$ cat src/rtl/coremem_arbiter_if.sv
// Shared-memory bus between fetch/LSU ports, arbiter and SRAM.
// Slave modport is the arbiter's view; master is the requester/SRAM side.
interface coremem_arbiter_if #(
  parameter int ADDR_WIDTH = 16,
  parameter int DATA_WIDTH = 32
);
  localparam int BW = DATA_WIDTH / 8;

  logic                  instr_req_i;
  logic [ADDR_WIDTH-1:0] instr_addr_i;
  logic                  instr_gnt_o;
  logic                  instr_rvalid_o;
  logic [DATA_WIDTH-1:0] instr_rdata_o;

  logic                  data_req_i;
  logic                  data_we_i;
  logic [BW-1:0]         data_be_i;
  logic [ADDR_WIDTH-1:0] data_addr_i;
  logic [DATA_WIDTH-1:0] data_wdata_i;
  logic                  data_gnt_o;
  logic                  data_rvalid_o;
  logic [DATA_WIDTH-1:0] data_rdata_o;

  logic                  mem_ce_o;
  logic                  mem_we_o;
  logic [BW-1:0]         mem_be_o;
  logic [ADDR_WIDTH-1:0] mem_addr_o;
  logic [DATA_WIDTH-1:0] mem_wdata_o;
  logic [DATA_WIDTH-1:0] mem_rdata_i;

  logic [15:0]           conflict_cnt_o;

  modport slave (
    input  instr_req_i, instr_addr_i,
    input  data_req_i, data_we_i, data_be_i,
    input  data_addr_i, data_wdata_i,
    input  mem_rdata_i,
    output instr_gnt_o, instr_rvalid_o, instr_rdata_o,
    output data_gnt_o, data_rvalid_o, data_rdata_o,
    output mem_ce_o, mem_we_o, mem_be_o,
    output mem_addr_o, mem_wdata_o,
    output conflict_cnt_o
  );

  modport master (
    output instr_req_i, instr_addr_i,
    output data_req_i, data_we_i, data_be_i,
    output data_addr_i, data_wdata_i,
    output mem_rdata_i,
    input  instr_gnt_o, instr_rvalid_o, instr_rdata_o,
    input  data_gnt_o, data_rvalid_o, data_rdata_o,
    input  mem_ce_o, mem_we_o, mem_be_o,
    input  mem_addr_o, mem_wdata_o,
    input  conflict_cnt_o
  );
endinterface

$ cat src/rtl/coremem_arbiter.sv
// Fetch/LSU arbiter onto one single-port SRAM with alternating
// priority under contention and a one-cycle response pipeline.
module coremem_arbiter #(
  parameter int ADDR_WIDTH = 16,
  parameter int DATA_WIDTH = 32
) (
  input  logic clk_i,
  input  logic rst_i,
  coremem_arbiter_if.slave bus
);
  localparam int BW = DATA_WIDTH / 8;

  typedef enum logic [1:0] {
    S_IDLE      = 2'b00,
    S_INSTR_RSP = 2'b01,
    S_DATA_RSP  = 2'b10
  } state_t;

  state_t r_state;
  state_t w_next;

  logic        r_prio_d;
  logic        r_we;
  logic [15:0] r_cnt;

  logic w_both;
  logic w_gnt_i;
  logic w_gnt_d;

  logic                  w_ce;
  logic                  w_we;
  logic [BW-1:0]         w_be;
  logic [ADDR_WIDTH-1:0] w_addr;
  logic [DATA_WIDTH-1:0] w_wdata;

  // grants are suppressed while reset is held, whatever the requests
  always_comb begin
    w_both  = bus.instr_req_i & bus.data_req_i;
    w_gnt_d = ~rst_i & bus.data_req_i
            & (~bus.instr_req_i | r_prio_d);
    w_gnt_i = ~rst_i & bus.instr_req_i
            & (~bus.data_req_i | ~r_prio_d);
  end

  always_comb begin
    w_ce    = 1'b0;
    w_we    = 1'b0;
    w_be    = '0;
    w_addr  = '0;
    w_wdata = '0;
    unique case (1'b1)
      w_gnt_i: begin
        w_ce   = 1'b1;
        w_be   = {BW{1'b1}};
        w_addr = bus.instr_addr_i;
      end
      w_gnt_d: begin
        w_ce    = 1'b1;
        w_we    = bus.data_we_i;
        w_be    = bus.data_be_i;
        w_addr  = bus.data_addr_i;
        w_wdata = bus.data_wdata_i;
      end
      default: ;
    endcase
  end

  always_comb begin
    bus.instr_gnt_o = w_gnt_i;
    bus.data_gnt_o  = w_gnt_d;
    bus.mem_ce_o    = w_ce;
    bus.mem_we_o    = w_we;
    bus.mem_be_o    = w_be;
    bus.mem_addr_o  = w_addr;
    bus.mem_wdata_o = w_wdata;
    bus.conflict_cnt_o = r_cnt;
  end

  always_comb begin
    w_next = S_IDLE;
    if (w_gnt_i)
      w_next = S_INSTR_RSP;
    else if (w_gnt_d)
      w_next = S_DATA_RSP;
  end

  always_ff @(posedge clk_i or posedge rst_i) begin
    if (rst_i) begin
      r_state  <= S_IDLE;
      r_prio_d <= 1'b1;
      r_we     <= 1'b0;
      r_cnt    <= '0;
    end else begin
      r_state <= w_next;
      if (w_gnt_i)
        r_prio_d <= 1'b1;
      else if (w_gnt_d)
        r_prio_d <= 1'b0;
      if (w_gnt_d)
        r_we <= bus.data_we_i;
      if (w_both && r_cnt != 16'hFFFF)
        r_cnt <= r_cnt + 16'd1;
    end
  end

  // an illegal state encoding falls to default: no rvalid, IDLE next
  always_comb begin
    bus.instr_rvalid_o = 1'b0;
    bus.instr_rdata_o  = '0;
    bus.data_rvalid_o  = 1'b0;
    bus.data_rdata_o   = '0;
    case (r_state)
      S_INSTR_RSP: begin
        bus.instr_rvalid_o = 1'b1;
        bus.instr_rdata_o  = bus.mem_rdata_i;
      end
      S_DATA_RSP: begin
        bus.data_rvalid_o = 1'b1;
        if (!r_we)
          bus.data_rdata_o = bus.mem_rdata_i;
      end
      default: ;
    endcase
  end
endmodule

$ cat src/flat_wrapper.sv
// flat-port wrapper written by rule: the top's interface ports become plain ports
module coremem_arbiter_flat 
#(
  parameter int ADDR_WIDTH = 16,
  parameter int DATA_WIDTH = 32
)
  (clk_i, rst_i, bus_instr_req_i, bus_instr_addr_i, bus_data_req_i, bus_data_we_i, bus_data_be_i, bus_data_addr_i, bus_data_wdata_i, bus_mem_rdata_i, bus_instr_gnt_o, bus_instr_rvalid_o, bus_instr_rdata_o, bus_data_gnt_o, bus_data_rvalid_o, bus_data_rdata_o, bus_mem_ce_o, bus_mem_we_o, bus_mem_be_o, bus_mem_addr_o, bus_mem_wdata_o, bus_conflict_cnt_o);
  coremem_arbiter_if #(.ADDR_WIDTH(ADDR_WIDTH), .DATA_WIDTH(DATA_WIDTH)) bus_i ();
  input  logic clk_i;
  input  logic rst_i;
  input wire logic [$bits(bus_i.instr_req_i)-1:0] bus_instr_req_i;
  input wire logic [$bits(bus_i.instr_addr_i)-1:0] bus_instr_addr_i;
  input wire logic [$bits(bus_i.data_req_i)-1:0] bus_data_req_i;
  input wire logic [$bits(bus_i.data_we_i)-1:0] bus_data_we_i;
  input wire logic [$bits(bus_i.data_be_i)-1:0] bus_data_be_i;
  input wire logic [$bits(bus_i.data_addr_i)-1:0] bus_data_addr_i;
  input wire logic [$bits(bus_i.data_wdata_i)-1:0] bus_data_wdata_i;
  input wire logic [$bits(bus_i.mem_rdata_i)-1:0] bus_mem_rdata_i;
  output wire logic [$bits(bus_i.instr_gnt_o)-1:0] bus_instr_gnt_o;
  output wire logic [$bits(bus_i.instr_rvalid_o)-1:0] bus_instr_rvalid_o;
  output wire logic [$bits(bus_i.instr_rdata_o)-1:0] bus_instr_rdata_o;
  output wire logic [$bits(bus_i.data_gnt_o)-1:0] bus_data_gnt_o;
  output wire logic [$bits(bus_i.data_rvalid_o)-1:0] bus_data_rvalid_o;
  output wire logic [$bits(bus_i.data_rdata_o)-1:0] bus_data_rdata_o;
  output wire logic [$bits(bus_i.mem_ce_o)-1:0] bus_mem_ce_o;
  output wire logic [$bits(bus_i.mem_we_o)-1:0] bus_mem_we_o;
  output wire logic [$bits(bus_i.mem_be_o)-1:0] bus_mem_be_o;
  output wire logic [$bits(bus_i.mem_addr_o)-1:0] bus_mem_addr_o;
  output wire logic [$bits(bus_i.mem_wdata_o)-1:0] bus_mem_wdata_o;
  output wire logic [$bits(bus_i.conflict_cnt_o)-1:0] bus_conflict_cnt_o;
  assign bus_i.instr_req_i = bus_instr_req_i;
  assign bus_i.instr_addr_i = bus_instr_addr_i;
  assign bus_i.data_req_i = bus_data_req_i;
  assign bus_i.data_we_i = bus_data_we_i;
  assign bus_i.data_be_i = bus_data_be_i;
  assign bus_i.data_addr_i = bus_data_addr_i;
  assign bus_i.data_wdata_i = bus_data_wdata_i;
  assign bus_i.mem_rdata_i = bus_mem_rdata_i;
  assign bus_instr_gnt_o = bus_i.instr_gnt_o;
  assign bus_instr_rvalid_o = bus_i.instr_rvalid_o;
  assign bus_instr_rdata_o = bus_i.instr_rdata_o;
  assign bus_data_gnt_o = bus_i.data_gnt_o;
  assign bus_data_rvalid_o = bus_i.data_rvalid_o;
  assign bus_data_rdata_o = bus_i.data_rdata_o;
  assign bus_mem_ce_o = bus_i.mem_ce_o;
  assign bus_mem_we_o = bus_i.mem_we_o;
  assign bus_mem_be_o = bus_i.mem_be_o;
  assign bus_mem_addr_o = bus_i.mem_addr_o;
  assign bus_mem_wdata_o = bus_i.mem_wdata_o;
  assign bus_conflict_cnt_o = bus_i.conflict_cnt_o;
  coremem_arbiter #(.ADDR_WIDTH(ADDR_WIDTH), .DATA_WIDTH(DATA_WIDTH)) u_core (.clk_i(clk_i), .rst_i(rst_i), .bus(bus_i));
endmodule
$ cat config.mk
export PLATFORM = sky130hd
export DESIGN_NAME = coremem_arbiter_flat
export DESIGN_NICKNAME = d
export VERILOG_FILES = /design/src/rtl/coremem_arbiter_if.sv /design/src/rtl/coremem_arbiter.sv /design/src/flat_wrapper.sv
export SDC_FILE = /design/constraint.sdc
export NUM_CORES = 1
export LEC_CHECK = 0
export BUFFER_PORTS_ARGS = -buffer_cell sky130_fd_sc_hd__buf_4
export CAP_MARGIN = 20
export CORE_AREA = 3 3 93 95
export CTS_BUF_LIST = sky130_fd_sc_hd__clkbuf_4
export CTS_CLUSTER_SIZE = 12
export DETAILED_ROUTE_END_ITERATION = 10
export DIE_AREA = 0 0 96 98
export PLACE_DENSITY = 0.6
export SETUP_SLACK_MARGIN = 0.05
export SKIP_LAST_GASP = 1
export SLEW_MARGIN = 25
export SYNTH_ARGS = -nofsm -noshare
export SYNTH_HDL_FRONTEND = slang
export SYNTH_SLANG_ARGS = --single-unit
$ cat constraint.sdc
create_clock -name clk_i -period 4.45 [get_ports clk_i]
set_input_delay 1.1125 -clock clk_i [delete_from_list [all_inputs] [get_ports clk_i]]
set_output_delay 1.1125 -clock clk_i [all_outputs]
set_load 0.005 [all_outputs]
==> flow_summary.ini <==
[floorplanning]
die_w_um = 96
initial_core_util = 0.2319
core_um2 = 7807
chipHeight_um = 98
die_area_um2 = 9408
ioPinCount = 243
num_rows = 32

[power_and_ir_drop]
seqPwrFrac = 0.348
pwr-share-clk = 0.200
comb_power_share = 0.451
p_sw_uw = 225.8
p_leak_nw = 2.136
cellPowerDensity_nw_per_um2 = 195.3
internal_power_uw = 519.3
peakVddDrop_mv = 0.1948
swShare = 0.3031

[clock_tree]
ctsHoldBuffers = 0
clk_latency_ps = 300
cts_tree = built
clockBufferDepth = 2
h-tree-depth = 1
clock-sinks = 20
numCtsBuffers = 3
cts-root-buf = clkbuf_4
path_clk_slew_ps = 120
cts-resized-gates = 0
post_cts_buffers = 0

[timing]
finalHoldViolCount = 0
fin_skew_ps = 6.582
fin_crit_ps = 3514
setup_viol = 0
worst_slew_margin_rel = 0.4821
setup_tns_ps = 0
holdWs_ps = 530.1
finalCritPeriodShare = 0.7896
worstMarginPinSlew_ps = 770.4
rsz0062_at_grt = false
max_freq_mhz = 284.6
setup_slack_ps = 936.4
slew_violations = 0

[yosys]
synthDominantCellAreaShare = 0.3352
avgSynthCellArea_um2 = 8.119
syn-cell-area_um2 = 1810
synthesis.nets = 329
synthFlopType = dfrtp_1
synth.most_common_cell = and2_1
postSynthCellCount = 223
synth.largest_area_cell = and2_1
synth_top_family_by_area = simple AND/OR/NAND/NOR gates
yosys-top-cells-area = and2_1 34%, dfrtp_1 26%, a22o_1 7.7%
synth.area.mux_share = 0.02073
synthTopCellsByCount = 97 x and2_1, 19 x dfrtp_1, 16 x a22o_1
synth_xor_xnor_area_share = 0.06289
synth_compound_area_frac = 0.1251
synth_fa_ha_area_frac = 0.006911
ys_ff_latch = 20
synth-edff-count = 0
yosysSeqAreaShare = 0.2771
ys_types = 32
yosysWarnings = 0
synth-simple-area-share = 0.4741
async_flop_share = 1.000

[job]
cap_violations = 0

[routing]
firstDrtPassIters = 4
post_drt_wl_per_cell_um = 15.39
drcViolationCount = 0
vias = 2472
ant_nets = 0
drt-total-wl_um = 8664
drt_iter0_markers = 36
vias_per_cell = 4.391

[critical_path]
reg2reg_depth = 5
reg2reg_from = u_core.bus.conflict_cnt_o[0]
startpoint_type = input port
path_max_fanout = 21
crit_end = bus_mem_addr_o[2]
arrival_ps = 2400
cp-startpoint = rst_i
critical_path_class = input port to primary output
required_ps = 3340
r2r_end = u_core.bus.conflict_cnt_o[9]
setup.worst_path.end_class = primary output
rrSetupSlack_ps = 2570

[min_path]
hold_start = u_core.r_prio_d
hp-class = flip-flop to flip-flop

[run_status]
outcome = finished, final reports clean

[global_route]
first_global_vias = 2409
grt-ovfl-total = 0
grt_pass1_wl_um = 12590
grt_max_degree = 36
antenna_found_initial = 0
grt.total_usage = 0.1679

[placement]
dp_hpwl_um = 7450
globalplace.congestion = 0.8830
io_buffers = 242
place_ws_ps = 928.6

[finish]
syn_to_final_growth_pct = 110.8
num_antenna_cells = 0
nNetsFinal = 568
layout-drive-gt1-share = 0.5618
[logic make-up after synthesis]
logic type | count (synthesis)
muxes | 3
DFF | 20
xor gates and xnor gates | 13
adders and majority gates | 1
AOI/OAI and AO/OA | 28
buffers and inverters | 16
and+or+nand+nor | 142
[metrics by stage]
| stage | utilization | power [mW] | instance area [µm²] | cells |
|---|---|---|---|---|
| 5_1_grt | 0.4888 | 0.7988 | 3816 | 563 |
| 2_1_floorplan | - | 0.3742 | 1810 | 223 |
| 3_3_place_gp | 0.4821 | 0.6022 | 3764 | 559 |
| 3_5_place_dp | 0.4821 | 0.6036 | 3764 | 559 |
| 4_1_cts | 0.4888 | 0.7538 | 3816 | 563 |
| 6_report | 0.4888 | 0.7451 | 3816 | 563 |
[power groups by stage]
stage,clock [mW],sequential (mW),combinational [mW]
4_1_cts,0.152,0.260,0.342
3_3_place_gp,0,0.262,0.340
3_5_place_dp,0,0.263,0.340
6_report,0.149,0.259,0.336
2_1_floorplan,0,0.257,0.118
5_1_grt,0.158,0.268,0.373
[layout by cell type (no fill, tap or decap), drive strengths merged]
cell	count
mux2	3
and4	2
buf	247
nor2b	3
a21o	4
dfrtp	19
nor3	4
xnor2	1
a22o	16
and2	97
a211oi	3
a21oi	3
xor2	12
nor3b	2
o311a	1
nor4	5
inv	3
nand3	5
or2	1
nand2b	1
nor2	7
ha	1
and3	1
nand4	5
clkbuf	3
o21ai	1
dfstp	1
nand2	9
bufinv	1
[how the worst min path moves through the flow]
| stage | cells past startpoint | slack [ps] | endpoint |
|---|---|---|---|
| final | 2 | 530 | u_core.r_prio_d |
| after global routing | 2 | 560 | u_core.r_prio_d |
| after CTS | 2 | 520 | u_core.r_prio_d |
| after detailed placement | 2 | 500 | u_core.r_prio_d |
| after global placement | 2 | 490 | u_core.r_prio_d |
| after floorplan | 2 | 470 | u_core.r_prio_d |
[registers in the layout, indices dropped and copies added (netlist names)]
name	flops
u_core.bus.conflict_cnt_o	16
u_core.r_state	2
u_core.r_prio_d	1
u_core.r_we	1
[per-layer routing]
layer,vias up,track usage,share of wire
met5,-,0,0
li1,1222,-,-
met2,149,0.3059,0.51
met1,1093,0.1899,0.35
met3,8,0.05316,0.13
met4,0,0.02845,0.014
[critical path: stages]
cell	delay [ps]
buf_4	110
inv_1	60
buf_4	270
nand2_1	100
a21oi_1	160
buf_4	270
a22o_1	190
buf_4	110
[final cells by class]
| cell class | instances | area [µm²] |
|---|---|---|
| inverters | 3 | 11.26 |
| repair buffers | 247 | 1867 |
| fillers | 760 | 3991 |
| multi-input cells | 187 | 1256 |
| flip-flops and latches | 20 | 501.7 |
| clock buffers | 3 | 22.52 |
| clock inverters | 1 | 30.03 |
| well taps | 102 | 127.6 |
No activity file was read; power rests on OpenSTA's default activity.
